$ cat config.mk
export PLATFORM = sky130hd
export DESIGN_NAME = mlp_weight_loader
export DESIGN_NICKNAME = d
export VERILOG_FILES = /design/src/rtl/mlp_pkg.sv /design/src/rtl/mlp_weight_ram.sv /design/src/rtl/mlp_weight_loader.sv
export SDC_FILE = /design/constraint.sdc
export NUM_CORES = 1
export LEC_CHECK = 0
export ABC_CLOCK_PERIOD_IN_PS = 3700
export BUFFER_PORTS_ARGS = -buffer_cell sky130_fd_sc_hd__buf_2
export CORE_MARGIN = 1
export CORE_UTILIZATION = 62
export DETAILED_ROUTE_END_ITERATION = 10
export GPL_TIMING_DRIVEN = 1
export PLACE_DENSITY_LB_ADDON = 0.2
export SLEW_MARGIN = 20
export SYNTH_ARGS = -nofsm -noshare
export SYNTH_HDL_FRONTEND = slang
export SYNTH_HIERARCHICAL = 1
export SYNTH_SLANG_ARGS = --single-unit
$ cat constraint.sdc
create_clock -name clk -period 3.7 [get_ports clk]
set_clock_uncertainty 0.2 [all_clocks]
set_input_delay 0.74 -clock clk [delete_from_list [all_inputs] [get_ports clk]]
set_output_delay 0.74 -clock clk [all_outputs]
set_load 0.01 [all_outputs]
$ cat src/rtl/mlp_pkg.sv
// Shared definitions for the MLP weight loader.
// Holds the loader state encoding and the helpers that size the weight
// memory. Each layer stores (N+1)*N words: N inputs plus one bias for each
// of the N neurons.
package mlp_pkg;

  typedef enum logic [1:0] {
    StIdle = 2'd0,
    StLoad = 2'd1,
    StDone = 2'd2,
    StErr  = 2'd3
  } load_state_e;

  // Sizes for the default N=2, M=2 build.
  localparam int unsigned DEF_N           = 2;
  localparam int unsigned DEF_M           = 2;
  localparam int unsigned WORDS_PER_LAYER = (DEF_N + 1) * DEF_N;
  localparam int unsigned TOTAL_WORDS     = DEF_M * WORDS_PER_LAYER;

  // The same sizes for any other N and M.
  function automatic int unsigned words_per_layer(input int unsigned n);
    return (n + 1) * n;
  endfunction

  function automatic int unsigned total_words(input int unsigned n, input int unsigned m);
    return m * words_per_layer(n);
  endfunction

  // Index width that never drops to zero when there is only one entry.
  function automatic int unsigned idx_width(input int unsigned depth);
    return (depth > 1) ? $clog2(depth) : 1;
  endfunction

endpackage

$ cat src/rtl/mlp_weight_ram.sv
// Weight storage for the MLP: M layers of (N+1)*N words each.
// Ports:
//   clk, n_rst   - clock, asynchronous active-low clear of every word
//   we_i         - write enable
//   wr_layer_i   - layer being written
//   wr_word_i    - word within the layer being written
//   wr_data_i    - write data
//   rd_addr_i    - layer to read; values >= M read as all zeros
//   rd_data_o    - registered read data, one cycle after rd_addr_i
// A read and a write to the same layer in one cycle return the old contents.
module mlp_weight_ram
  import mlp_pkg::*;
#(
  parameter int unsigned WORD_SIZE = 8,
  parameter int unsigned N         = 2,
  parameter int unsigned M         = 2
) (
  input  logic                                   clk,
  input  logic                                   n_rst,
  input  logic                                   we_i,
  input  logic [idx_width(M)-1:0]                wr_layer_i,
  input  logic [idx_width(words_per_layer(N))-1:0] wr_word_i,
  input  logic [WORD_SIZE-1:0]                   wr_data_i,
  input  logic [$clog2(M):0]                     rd_addr_i,
  output logic [WORD_SIZE-1:0]                   rd_data_o [(N+1)*N-1:0]
);

  localparam int unsigned Wpl    = words_per_layer(N);
  localparam int unsigned LayerW = idx_width(M);
  localparam int unsigned WordW  = idx_width(Wpl);
  localparam int unsigned AddrW  = $clog2(M) + 1;

  logic [WORD_SIZE-1:0] mem_q [M-1:0][Wpl-1:0];
  logic [WORD_SIZE-1:0] rd_d  [Wpl-1:0];
  logic [WORD_SIZE-1:0] rd_q  [Wpl-1:0];

  // Decoded write so that no out-of-range index is ever formed.
  always_ff @(posedge clk or negedge n_rst) begin
    if (!n_rst) begin
      for (int l = 0; l < int'(M); l++) begin
        for (int w = 0; w < int'(Wpl); w++) begin
          mem_q[l][w] <= '0;
        end
      end
    end else if (we_i) begin
      for (int l = 0; l < int'(M); l++) begin
        for (int w = 0; w < int'(Wpl); w++) begin
          if (wr_layer_i == LayerW'(l) && wr_word_i == WordW'(w)) begin
            mem_q[l][w] <= wr_data_i;
          end
        end
      end
    end
  end

  // Unmatched addresses (>= M) fall through to the zero default.
  always_comb begin
    for (int w = 0; w < int'(Wpl); w++) begin
      rd_d[w] = '0;
    end
    for (int l = 0; l < int'(M); l++) begin
      if (rd_addr_i == AddrW'(l)) begin
        for (int w = 0; w < int'(Wpl); w++) begin
          rd_d[w] = mem_q[l][w];
        end
      end
    end
  end

  always_ff @(posedge clk or negedge n_rst) begin
    if (!n_rst) begin
      for (int w = 0; w < int'(Wpl); w++) begin
        rd_q[w] <= '0;
      end
    end else begin
      for (int w = 0; w < int'(Wpl); w++) begin
        rd_q[w] <= rd_d[w];
      end
    end
  end

  assign rd_data_o = rd_q;

endmodule

$ cat src/rtl/mlp_weight_loader.sv
// Streams a full set of MLP weights into on-chip storage and serves one
// layer at a time to the datapath. Replaces the file-initialised weight
// memory; rd_addr comes from the MLP FSM layer counter.
// Ports:
//   clk, n_rst        - clock, asynchronous active-low reset
//   load_start        - begin a full load (honoured when idle or in error)
//   s_valid, s_data,
//   s_last, s_ready   - weight stream, layer 0 word 0 first
//   busy              - a load is in progress
//   load_done         - one-cycle pulse after a correctly framed load
//   load_err          - sticky framing error, cleared by load_start
//   weights_ok        - memory holds a complete, error-free load
//   rd_addr           - layer to read
//   rd_weights        - weights of that layer, one cycle later
module mlp_weight_loader
  import mlp_pkg::*;
#(
  parameter int unsigned WORD_SIZE = 8,
  parameter int unsigned N         = 2,
  parameter int unsigned M         = 2
) (
  input  logic                 clk,
  input  logic                 n_rst,
  input  logic                 load_start,
  input  logic                 s_valid,
  input  logic [WORD_SIZE-1:0] s_data,
  input  logic                 s_last,
  output logic                 s_ready,
  output logic                 busy,
  output logic                 load_done,
  output logic                 load_err,
  output logic                 weights_ok,
  input  logic [$clog2(M):0]   rd_addr,
  output logic [WORD_SIZE-1:0] rd_weights [(N+1)*N-1:0]
);

  localparam int unsigned Wpl    = words_per_layer(N);
  localparam int unsigned LayerW = idx_width(M);
  localparam int unsigned WordW  = idx_width(Wpl);

  load_state_e       state_q;
  logic [LayerW-1:0] layer_q;
  logic [WordW-1:0]  word_q;
  logic              s_ready_q;
  logic              busy_q;
  logic              done_q;
  logic              err_q;
  logic              ok_q;

  logic xfer;
  logic last_word_of_layer;
  logic final_word;

  assign xfer               = s_valid & s_ready_q;
  assign last_word_of_layer = (word_q == WordW'(Wpl - 1));
  assign final_word         = last_word_of_layer && (layer_q == LayerW'(M - 1));

  always_ff @(posedge clk or negedge n_rst) begin
    if (!n_rst) begin
      state_q   <= StIdle;
      layer_q   <= '0;
      word_q    <= '0;
      s_ready_q <= 1'b0;
      busy_q    <= 1'b0;
      done_q    <= 1'b0;
      err_q     <= 1'b0;
      ok_q      <= 1'b0;
    end else begin
      unique case (state_q)
        StIdle, StErr: begin
          if (load_start) begin
            state_q   <= StLoad;
            layer_q   <= '0;
            word_q    <= '0;
            err_q     <= 1'b0;
            ok_q      <= 1'b0;
            s_ready_q <= 1'b1;
            busy_q    <= 1'b1;
          end
        end
        StLoad: begin
          // The word is written on every transfer, including a misframed one.
          if (xfer) begin
            if (s_last && final_word) begin
              state_q   <= StDone;
              s_ready_q <= 1'b0;
              busy_q    <= 1'b0;
              done_q    <= 1'b1;
              ok_q      <= 1'b1;
            end else if (s_last || final_word) begin
              state_q   <= StErr;
              s_ready_q <= 1'b0;
              busy_q    <= 1'b0;
              err_q     <= 1'b1;
            end else if (last_word_of_layer) begin
              word_q  <= '0;
              layer_q <= layer_q + LayerW'(1);
            end else begin
              word_q <= word_q + WordW'(1);
            end
          end
        end
        StDone: begin
          state_q <= StIdle;
          done_q  <= 1'b0;
        end
      endcase
    end
  end

  assign s_ready    = s_ready_q;
  assign busy       = busy_q;
  assign load_done  = done_q;
  assign load_err   = err_q;
  assign weights_ok = ok_q;

  mlp_weight_ram #(
    .WORD_SIZE(WORD_SIZE),
    .N        (N),
    .M        (M)
  ) u_ram (
    .clk       (clk),
    .n_rst     (n_rst),
    .we_i      (xfer),
    .wr_layer_i(layer_q),
    .wr_word_i (word_q),
    .wr_data_i (s_data),
    .rd_addr_i (rd_addr),
    .rd_data_o (rd_weights)
  );

endmodule

# Word-level counts from Yosys, hierarchy flattened
# Index checks and enable logic that the tools add are counted.
dict set report totals {
  reg_bits 154
  in_bits 15
}
dict set report op_classes {
  add_sub_neg 2
  n_eq_ne 17
  mux 32
  bitwise_logic 2
  n_reduce_logical 39
}
# operator n
set ops {}
lappend ops {{$mux W48} 2}
lappend ops {{$reduce_and A2 Y1} 12}
lappend ops {{$mux W3} 5}
lappend ops {{$mux W1} 14}
lappend ops {{$logic_and A1 B1 Y1} 13}
lappend ops {{$ne A2 B2 Y1 const B} 6}
lappend ops {{$pmux W1 S2} 5}
lappend ops {{$reduce_and A5 Y1} 2}
lappend ops {{$mux W2} 4}
lappend ops {{$reduce_and A4 Y1} 2}
lappend ops {{$eq A3 B2 Y1 const B} 2}
lappend ops {{$eq A3 B3 Y1 const B} 2}
lappend ops {{$pmux W2 S3} 1}
lappend ops {{$pmux W3 S2} 1}
lappend ops {{$reduce_and A3 Y1} 2}
lappend ops {{$reduce_and A6 Y1} 1}
lappend ops {{$eq A2 B1 Y1 const B} 2}
lappend ops {{$eq A2 B2 Y1 const B} 2}
lappend ops {{$logic_not A2 Y1} 2}
lappend ops {{$reduce_bool A2 Y1} 2}
lappend ops {{$add A3 B1 Y3 const B} 1}
lappend ops {{$eq A3 B1 Y1 const B} 1}
lappend ops {{$logic_not A3 Y1} 1}
lappend ops {{$ne A3 B3 Y1 const B} 1}
lappend ops {{6 further kinds} 6}

# Logic depth before layout (Yosys ltp)
# Gate-level depths: netlist of run 1.
dict set report logic_depth {
  depth_word 7
  mapped_depth 6
  ltp_nobuf 5
}

# By module
# Netlist of run 1, hierarchy kept.
# mod instances cells_per_inst area_each_um2 seq_area_each_um2
set modules_own_cells {}
lappend modules_own_cells {mlp_weight_ram 1 378 5645.4 3603.5}
lappend modules_own_cells {mlp_weight_loader 1 58 586.8 250.2}

# Least setup slack after synthesis of run 1
# No wires, ideal clock.
dict set report synth_path {
  kind {input to register}
  startpoint {in s_valid}
  endpoint {reg u_ram/mem_q[24] (netlist name)}
  setup_ns 0.125
  arrival_time_ns 1.985
  setup_slack_ns 1.391
  stages 6
  path_buffers 1
  cell_sequence {nand2_1 inv_2 nor3b_2 and3_1 buf_4 mux2_2}
}
dict set report synth_between {
  elab_chain_len 2
}
# element line
set synth_lines {}
lappend synth_lines {{start: declaration} mlp_weight_loader.sv:25} ;# input logic s_valid,
lappend synth_lines {{$and A1 B1 Y1} mlp_weight_loader.sv:54} ;# assign xfer = s_valid & s_ready_q;
lappend synth_lines {{via xfer} mlp_weight_loader.sv:50} ;# logic xfer;
lappend synth_lines {{$reduce_and A2 Y1 (no line)} -}
lappend synth_lines {{end signal: indexed assignment} mlp_weight_ram.sv:49} ;# mem_q[l][w] <= wr_data_i;
lappend synth_lines {{end: declaration} mlp_weight_ram.sv:33} ;# logic [WORD_SIZE-1:0] mem_q [M-1:0][Wpl-1:0];
# The timed path passes the listed nets, and every way through them passes these cells.
# A chain may end at the register's enable or synchronous reset.

==> metrics, run 1 <==
status=complete, no violations; clock buffer count from CTS=17; Comb power frac=0.222; RSZ-0062 raised after global routing=no; ranking of synthesized cells by area=dfrtp_1, mux2_2, mux2i_1; Cell Chain, Critical Path=nand2_1 > inv_2 > nor3b_2 > and3_1 > mux2_2; fin crit period=approximately 2.3 ns; GRT Total Usage=0.257; cell-internal power=roughly 4.1 mW; Crit Path Class=register to register; initial antenna violation count=0; Final Hold Fails=0; register share of total power=0.456; top-area cell type share of the netlist area=0.618; clk_lat worst skew=~0.52 ns; ys async rst share=1.00; Die Span Y=around 100 um; ant diodes=0; setup bufs post-CTS=0; Port Buffers=67; average size of a mapped cell=approximately 14 um^2; layout cells sized above 1=0.417; actual slew at the worst max-slew pin=between 0.9 and 1 ns; PwrDens=780 mW/mm^2; post-route ant nets=0; initial DRC count=90; period utilization=0.620; P&R area growth vs syn=17.2%; Post-synth EDFFs=0; core area=0.00977 mm^2; Worst slew margin=0.395; worst min path class=input port to async pin; clk sinks=154; Gate Count Post-Synth=roughly 440; Die Footprint=around 0.010 mm^2; first-pass GRT wire length=roughly 20,000 um; Routed wire per std cell=roughly 19 um; Critical Path Max Stage Delay=0.42 ns; final worst slack=around 1.4 ns; Total Nets Final=just over 500; Rows=36; Power Total=5.70 mW; cell taking the most area after synthesis=dfrtp_1; Final setup viols=0; critical path's slowest cell=and3_1; CTS root buffer=clkbuf_8; drt first pass iters=4; Worst EP required=a little under 4 ns; Worst Setup Slack post-DPL=just over 1 ns; setup TNS=0 ns; worst vdd ir=0.422 mV; Yosys warnings=6; leakage=around 3.7 nW; Initial Util=0.638; Die Span X=between 100 and 150 um; DRC viols=0; GR peak layer=met2; distinct cell type count after synthesis=46; IO Count=68; met3 GRT Util=0.0602; detailed placement HPWL=between 7000 and 8000 um; CTS tree=yes; Most used DFF post-synth=dfrtp_1; CTS HTree Levels=4; Startpoint Class=register; crit-path max FO=10; sw frac=0.282; Sw Pwr=between 1.5 and 2 mW; hold_buf cts=0; post_cts resized=0; Vias=3,621; max-cap check violation count=0; GPL Wtd Cong=just over 0.8; Vias per Instance=5.59; post-synth net total=about 450; clock-pin slew on the worst setup and hold paths=roughly 0.060 ns; CTS Buffer Depth=2; Overflow after GRT=0; Total Wirelength=about 12,000 um; grt met1 use=0.333; share of the yosys chip area belonging to registers=0.618; WP data arrival=around 2.5 ns; Clock power frac=0.322; vias in the first global route=3,853; met2 Usage GRT=0.428; Final Slew Violations=0; Fmax=between 400 and 500 MHz; synthesis-stage register bit count=154; Crit. End Element=register; largest net degree at the start of global routing=85; Post-Syn Area=a little over 0.006 mm^2
==> placed cells by master (no fill, tap or decap), drive strengths merged, types with 3 or more instances in the layout <==
master,synthesis,final
nand3,4,4
mux2,96,96
nand3b,4,4
nand2b,3,3
clkinvlp,0,4
nand2,5,5
clkbuf,15,20
buf,10,72
bufinv,0,4
dfrtp,154,154
inv,7,9
mux2i,48,48
nor2,53,53
a21oi,3,3
o21ai,4,4
a41oi,3,3
==> registers in the layout, indices dropped and copies added, names as in the netlist <==
signal / count
u_ram/mem_q: 96
layer_q: 1
word_q: 3
load_err: 1
weights_ok: 1
load_done: 1
busy: 1
state_q: 2
u_ram/rd_data_o: 48
==> cell families (layout without fill, tap and decap cells) <==
logic type	after synthesis	after routing	share of synthesized area
flops	154	154	0.618
mux	144	144	0.255
buf+inv	32	111	0.0225
compound gates	23	23	0.0285
xor+xnor	1	1	0.00141
fa+ha+maj	2	2	0.00401
simple gates	80	80	0.0699
==> synthesized netlist by cell type (3+ instances only) <==
master and instances:
inv_1 6, nand2_1 5, nand2b_1 3, mux2i_1 48, mux2_2 87, o21ai_0 3, nor2_1 49, a21oi_1 3
clkbuf_1 15, dfrtp_1 154, nand3_1 4, a41oi_1 3, mux2_4 8, buf_4 3, nor2_2 4, buf_2 7
==> path summary, 6_finish.rpt <==
| path | end | depth (start not counted) | start | slack (ns) |
|---|---|---|---|---|
| max in group asynchronous | u_ram/mem_q[39]$_DFFE_PN0P_ | 2 | n_rst | 2.37 |
| min in group clk | u_ram/mem_q[91]$_DFFE_PN0P_ | 1 | u_ram/mem_q[91]$_DFFE_PN0P_ | 0.30 |
| setup reg to reg | u_ram/mem_q[25]$_DFFE_PN0P_ | 5 | busy$_DFFE_PN0P_ | 1.41 |
| setup / recovery | u_ram/mem_q[25]$_DFFE_PN0P_ | 5 | busy$_DFFE_PN0P_ | 1.41 |
| hold / removal | u_ram/mem_q[56]$_DFFE_PN0P_ | 1 | n_rst | 0.07 |
| hold reg to reg | u_ram/mem_q[91]$_DFFE_PN0P_ | 1 | u_ram/mem_q[91]$_DFFE_PN0P_ | 0.30 |
==> critical path: cells and delay by family, from the launching register on <==
family / cells / cell delay, ns
buffers and inverters: 1 / 0.22
DFF: 1 / 0.40
muxes: 1 / 0.39
and+or+nand+nor: 3 / 0.95
==> cell type report <==
| cell class | count | area (um^2) |
|---|---|---|
| fillers | 634 | 2470 |
| clock inverters | 12 | 188 |
| inverters | 7 | 26.3 |
| multi-input cells | 250 | 2240 |
| clock buffers | 20 | 455 |
| flip-flops and latches | 154 | 3850 |
| repair buffers | 72 | 379 |
| well taps | 133 | 166 |
==> per-stage QoR <==
stage	utilization	cells	instance area (um^2)	hold slack, ns
2_1_floorplan	-	436	6230	0.244
3_3_place_gp	0.682	616	6660	0.269
3_5_place_dp	0.682	616	6660	0.284
4_1_cts	0.748	648	7310	0.0820
5_1_grt	0.748	648	7310	0.105
6_report	0.748	648	7310	0.0696
==> power by group through the flow <==
stage | Clock [mW] | Combinational [mW] | Sequential, mW
3_5_place_dp | 0 | 1.26 | 2.61
4_1_cts | 1.86 | 1.28 | 2.60
3_3_place_gp | 0 | 1.21 | 2.57
6_report | 1.83 | 1.27 | 2.60
5_1_grt | 1.94 | 1.39 | 2.67
2_1_floorplan | 0 | 0.908 | 2.56
==> layer usage <==
layer	share of wire	wire length [um]
met1	0.44	5280
met2	0.51	6120
met3	0.040	485
met4	0.011	138
met5	0	0
No activity file was read; power rests on OpenSTA's default activity.
==> run 2, diff against run 1 <==
Settings changed: ABC_CLOCK_PERIOD_IN_PS 3700 to 1850, CORE_UTILIZATION 62 to 52.
Clock period 3.7 ns to 1.85 ns, I/O delays scaled along.
==> metrics, run 2 (synthesized netlist as in run 1, its figures left out) <==
post-route ant nets=0 (unchanged); RSZ-0062 raised after global routing=no; Hold Startpoint=load_start; CTS root buffer=clkbuf_16; Final Slew Violations=0 (unchanged); Worst Setup Slack post-DPL=-0.0466 ns (-1.08 ns); design area=0.00754 mm^2 (+3.2%); CTS Buffer Depth=2 (unchanged); drt first pass iters=7 (+3); DP Area=0.00699 mm^2 (+4.9%); Crit path max-delay family=simple AND/OR/NAND/NOR gates; WP data arrival=1.89 ns (-0.60 ns); vias in the first global route=3,924 (+1.8%); FF-to-FF path depth=6 (+1); final core occ=0.652 (-0.0954); Fillers=864 (+36%); fin crit period=1.78 ns (-0.509 ns); critical path's slowest cell=dfrtp_2; Comb power frac=0.254 (+0.032); cell-internal power=7.92 mW (+94%); GRT Total Usage=0.219 (-0.0383); max-cap check violation count=0 (unchanged); period utilization=0.965 (+0.345); Largest register FFs=96 (unchanged); Die Span Y=111 um (+9.0%); Worst slew margin=0.717 (+0.322); Final Hold Fails=0 (unchanged); register share of total power=0.465 (+0.009); Crit Path Class=register to register; Cell Chain, Critical Path=nand2_4 > inv_4 > nand3b_4 > or3_1 > buf_4 > mux2_4; R2R Setup Slk=0.07 ns (-1.34 ns); IO Count=68 (unchanged); Non-Filler Instances=681 (+5.1%); CTS HTree Levels=4 (unchanged); Buf+Inv Stages, Crit Path=2 (+1); clock buffer count from CTS=17 (unchanged); actual slew at the worst max-slew pin=0.424 ns (-0.483 ns); largest net degree at the start of global routing=49 (-42%); hold depth=3; status=complete, but fails checks; reg2reg start=busy$_DFFE_PN0P_; most common cell after layout, fill and taps aside=dfrtp_1; Vias=3,674 (+1.5%); Startpoint Class=register; Rows=39 (+8.3%); Total Wirelength=12,100 um (+0.52%); Crit. End Element=register; most frequent cells in the layout=dfrtp_1, mux2_2, buf_2; layout cells sized above 1=0.439 (+0.0212); P&R area growth vs syn=21.0%; Overflow after GRT=0 (unchanged); clock-pin slew on the worst setup and hold paths=0.06 ns (about the same); GPL Wtd Cong=0.774 (-5.4%); crit-path max FO=8 (-2); hold endpoint=busy$_DFFE_PN0P_; failing checks=DRC; initial antenna violation count=0 (unchanged); R2R Path End=u_ram/mem_q[55]$_DFFE_PN0P_; Initial Util=0.539 (-0.0987); Final setup viols=0 (unchanged); worst min path class=input port to register; clk sinks=154 (unchanged); sw frac=0.281 (-0.00153); placed instance count=649 (+5.4%); Seq. cell area=0.00386 mm^2 (about the same); initial DRC count=215 (+140%); first-pass GRT wire length=20,600 um (+4.5%); Routed wire per std cell=17.7 um (-4.3%); DRC viols=8 (+8); core area=0.0116 mm^2 (+18%); Die Footprint=0.0124 mm^2 (+19%); Vias per Instance=5.40 (-3.5%); Critical Path Max Stage Delay=0.39 ns (-0.03 ns); clk_lat worst skew=0.42 ns (-0.10 ns); final worst slack=0.0654 ns (-1.34 ns); Multi-input gate area=0.00226 mm^2 (+0.84%); Port Buffers=67 (unchanged); ant diodes=0 (unchanged); Clock power frac=0.281 (-0.041); CTS tree=yes; Fmax=560 MHz (+29%); Worst EP required=1.95 ns (-1.95 ns); Top reg by flops=u_ram/mem_q; detailed placement HPWL=7780 um (+6.7%); worst vdd ir=0.705 mV (+67%); Die Span X=111 um (+9.0%); Sw Pwr=3.09 mW (+92%); Power Total=11.0 mW (+93%); Total Nets Final=544 (+4.8%); leakage=3.87 nW (+3.2%); PwrDens=1460 mW/mm^2 (+87%)
==> run 2: through the flow <==
step / hold WS (ns) / setup TNS, ns
floorplan: -0.126 / 0
global placement: 0.110 / -0.0114
detailed placement: 0.126 / -0.550
CTS: 0.0831 / 0
global route: 0.111 / 0
finish: 0.0891 / 0
==> run 2: what timing repair did <==
action / CTS / global route
resized for setup: 1 / 2
hold buffers: 1 / 0
setup buffers: 0 / 1
hold endpoints to repair: 38 / 0
endpoints found under the setup margin: 8 / 27
==> run 2: area by class of cell <==
class,count,area share
clock buffer,28,0.0685
sequential,154,0.511
tap,143,0.0237
inverter,7,0.00382
timing repair buffer,97,0.0921
clock inverter,2,0.00133
multi-input combinational,250,0.299
==> run 2: tightest hold or removal path, delay by kind of cell <==
family / cells / cell delay, ns
AOI/OAI and AO/OA: 2 / 0.19
buffers and inverters: 1 / 0.10
==> run 2: worst max-delay path by stage <==
| stage | startpoint | endpoint | slack, ns | cells past startpoint |
|---|---|---|---|---|
| 2_1_floorplan | busy$_DFFE_PN0P_ | u_ram/mem_q[24]$_DFFE_PN0P_ | 0.02 | 6 |
| 3_3_place_gp | s_valid | u_ram/mem_q[55]$_DFFE_PN0P_ | -0.002 | 7 |
| 3_5_place_dp | s_valid | u_ram/mem_q[0]$_DFFE_PN0P_ | -0.05 | 7 |
| 4_1_cts | layer_q$_DFFE_PN0P_ | u_ram/mem_q[50]$_DFFE_PN0P_ | 0.02 | 4 |
| 5_1_grt | busy$_DFFE_PN0P_ | u_ram/mem_q[20]$_DFFE_PN0P_ | 0.004 | 6 |
| 6_report | busy$_DFFE_PN0P_ | u_ram/mem_q[55]$_DFFE_PN0P_ | 0.07 | 6 |
==> run 2: per-layer routing <==
layer	global-route usage	wire, um	share of wire	vias to the layer above
li1	-	-	-	1700
met1	0.288	5570	0.46	1898
met2	0.351	5950	0.49	60
met3	0.0539	365	0.030	16
met4	0.0874	196	0.016	0
met5	0	0	0	-
==> run 2: power groups by stage <==
stage               registers (mW)  logic [mW]  clock network, mW
global route                  5.26        3.07               3.30
global placement              5.11        2.68                  0
detailed placement            5.16        2.78                  0
finish                        5.12        2.80               3.10
CTS                           5.12        2.82               3.16
floorplan                     5.14        1.83                  0
==> run 3, diff against run 2 <==
Settings changed: CORE_ASPECT_RATIO set to 0.5.
==> metrics, run 3 (synthesized netlist as in run 1, its figures left out) <==
Final setup viols=0 (unchanged); actual slew at the worst max-slew pin=0.423 ns (-0.00121 ns); Largest register FFs=96 (unchanged); most common cell after layout, fill and taps aside=dfrtp_1; final core occ=0.683 (+0.0311); clock buffer count from CTS=17 (unchanged); Vias=3,717 (+1.2%); WP data arrival=1.89 ns (about the same); Final Slew Violations=0 (unchanged); Die Footprint=0.0125 mm^2 (+0.21%); Cell Chain, Critical Path=nand3b_4 > or3_1 > buf_6 > mux2_4; status=complete, no violations; DP Area=0.00707 mm^2 (+1.1%); R2R Path End=u_ram/mem_q[52]$_DFFE_PN0P_; Worst slew margin=0.718 (+0.000807); design area=0.00773 mm^2 (+2.5%); clk sinks=154 (unchanged); critical path's slowest cell=dfrtp_2; Routed wire per std cell=17.1 um (-3.8%); Total Nets Final=545 (+0.18%); Crit path max-delay family=simple AND/OR/NAND/NOR gates; Crit. End Element=register; Clock power frac=0.311 (+0.030); clock-pin slew on the worst setup and hold paths=0.06 ns (about the same); RSZ-0062 raised after global routing=yes; Port Buffers=67 (unchanged); Top reg by flops=u_ram/mem_q; drt first pass iters=4 (-3); sw frac=0.282 (+0.00160); fin crit period=1.80 ns (+0.0144 ns); initial DRC count=176 (-18%); Startpoint Class=register; worst min path class=input port to register; Worst Setup SP=word_q[2]$_DFFE_PN0P_; Crit Path Class=register to register; DRC viols=0 (-8); reg2reg start=word_q[2]$_DFFE_PN0P_; Comb power frac=0.244 (-0.010); critical path capture point=u_ram/mem_q[52]$_DFFE_PN0P_; Crit path depth=4 (-2); max-cap check violation count=0 (unchanged); crit-path max FO=8 (unchanged); period utilization=0.972 (+0.00781); Fmax=556 MHz (-0.80%); cell-internal power=8.29 mW (+4.6%); Overflow after GRT=0 (unchanged); register share of total power=0.445 (-0.020); Worst Setup Slack post-DPL=-0.0712 ns (-0.0247 ns); Final Hold Fails=0 (unchanged); Vias per Instance=5.31 (-1.6%); detailed placement HPWL=7700 um (-1.0%); largest net degree at the start of global routing=49 (unchanged); vias in the first global route=3,810 (-2.9%); CTS root buffer=clkbuf_16; R2R Setup Slk=0.05 ns (about the same); Hold Startpoint=s_last; Total Wirelength=12,000 um (-1.1%); Buf+Inv Stages, Crit Path=1 (-1); Initial Util=0.551 (+0.0118); Die Span X=157 um (+41%); Worst EP required=1.95 ns (about the same); final worst slack=0.0510 ns (-0.0144 ns); most frequent cells in the layout=dfrtp_1, mux2_2, buf_2; core area=0.0113 mm^2 (-2.1%); clk_lat worst skew=0.41 ns (about the same); IO Count=68 (unchanged); P&R area growth vs syn=24.1%; layout cells sized above 1=0.455 (+0.0161); CTS Buffer Depth=2 (unchanged); CTS HTree Levels=4 (unchanged); first-pass GRT wire length=19,400 um (-5.7%); Sw Pwr=3.26 mW (+5.4%); leakage=3.94 nW (+1.8%); post-route ant nets=0 (unchanged); initial antenna violation count=0 (unchanged); Die Span Y=79.4 um (-29%); GPL Wtd Cong=0.824 (+6.4%); PwrDens=1490 mW/mm^2 (+2.3%); Critical Path Max Stage Delay=0.46 ns (+0.07 ns); FF-to-FF path depth=4 (-2); worst vdd ir=0.873 mV (+24%); Rows=27 (-31%); ant diodes=0 (unchanged); GRT Total Usage=0.212 (-0.00638); CTS tree=yes
run 3: what timing repair did:
item / CTS / global route
setup buffers: 1 / 0
hold buffers: 1 / 0
gates cloned: 0 / 0
setup endpoints to repair: 8 / 38
hold endpoints to repair: 36 / 0
resized for setup: 1 / 5
run 3: cell type report:
cell class | count | area, um^2
flip-flops and latches | 154 | 3860
fillers | 810 | 3580
multi-input cells | 250 | 2270
repair buffers | 98 | 756
clock buffers | 18 | 439
well taps | 159 | 199
clock inverters | 14 | 184
inverters | 7 | 28.8
run 3: power by group through the flow:
| stage | sequential (mW) | combinational (mW) | clock [mW] |
|---|---|---|---|
| finish | 5.14 | 2.82 | 3.59 |
| CTS | 5.14 | 2.84 | 3.67 |
| global route | 5.27 | 3.08 | 3.80 |
| floorplan | 5.14 | 1.83 | 0 |
| global placement | 5.13 | 2.71 | 0 |
| detailed placement | 5.19 | 2.79 | 0 |
run 3: worst min path at each step:
| stage | to | slack (ns) | depth (start not counted) |
|---|---|---|---|
| 6_report | weights_ok$_DFFE_PN0P_ | 0.09 | 3 |
| 5_1_grt | weights_ok$_DFFE_PN0P_ | 0.11 | 3 |
| 4_1_cts | weights_ok$_DFFE_PN0P_ | 0.07 | 3 |
| 3_5_place_dp | u_ram/rd_data_o[17]$_DFF_PN0_ | 0.12 | 1 |
| 3_3_place_gp | u_ram/rd_data_o[18]$_DFF_PN0_ | 0.11 | 1 |
| 2_1_floorplan | busy$_DFFE_PN0P_ | -0.13 | 0 |
run 3: layer usage:
layer / GRT usage / share of wire
met3: 0.0505 / 0.030
met4: 0.0824 / 0.0073
met1: 0.279 / 0.47
met2: 0.345 / 0.50
met5: 0 / 0
run 3: tightest hold or removal path: stages:
cell     delay (ns)
buf_2          0.14
nand2_1        0.09
o21ai_1        0.07
run 3: through the flow:
step	total power [mW]	hold slack [ns]	cells	setup TNS (ns)
after CTS	11.6	0.0729	700	0
final	11.6	0.0930	700	0
after global placement	7.84	0.115	666	-0.105
after detailed placement	7.97	0.124	666	-0.688
after floorplan	6.97	-0.126	436	0
after global routing	12.2	0.108	700	-0.199
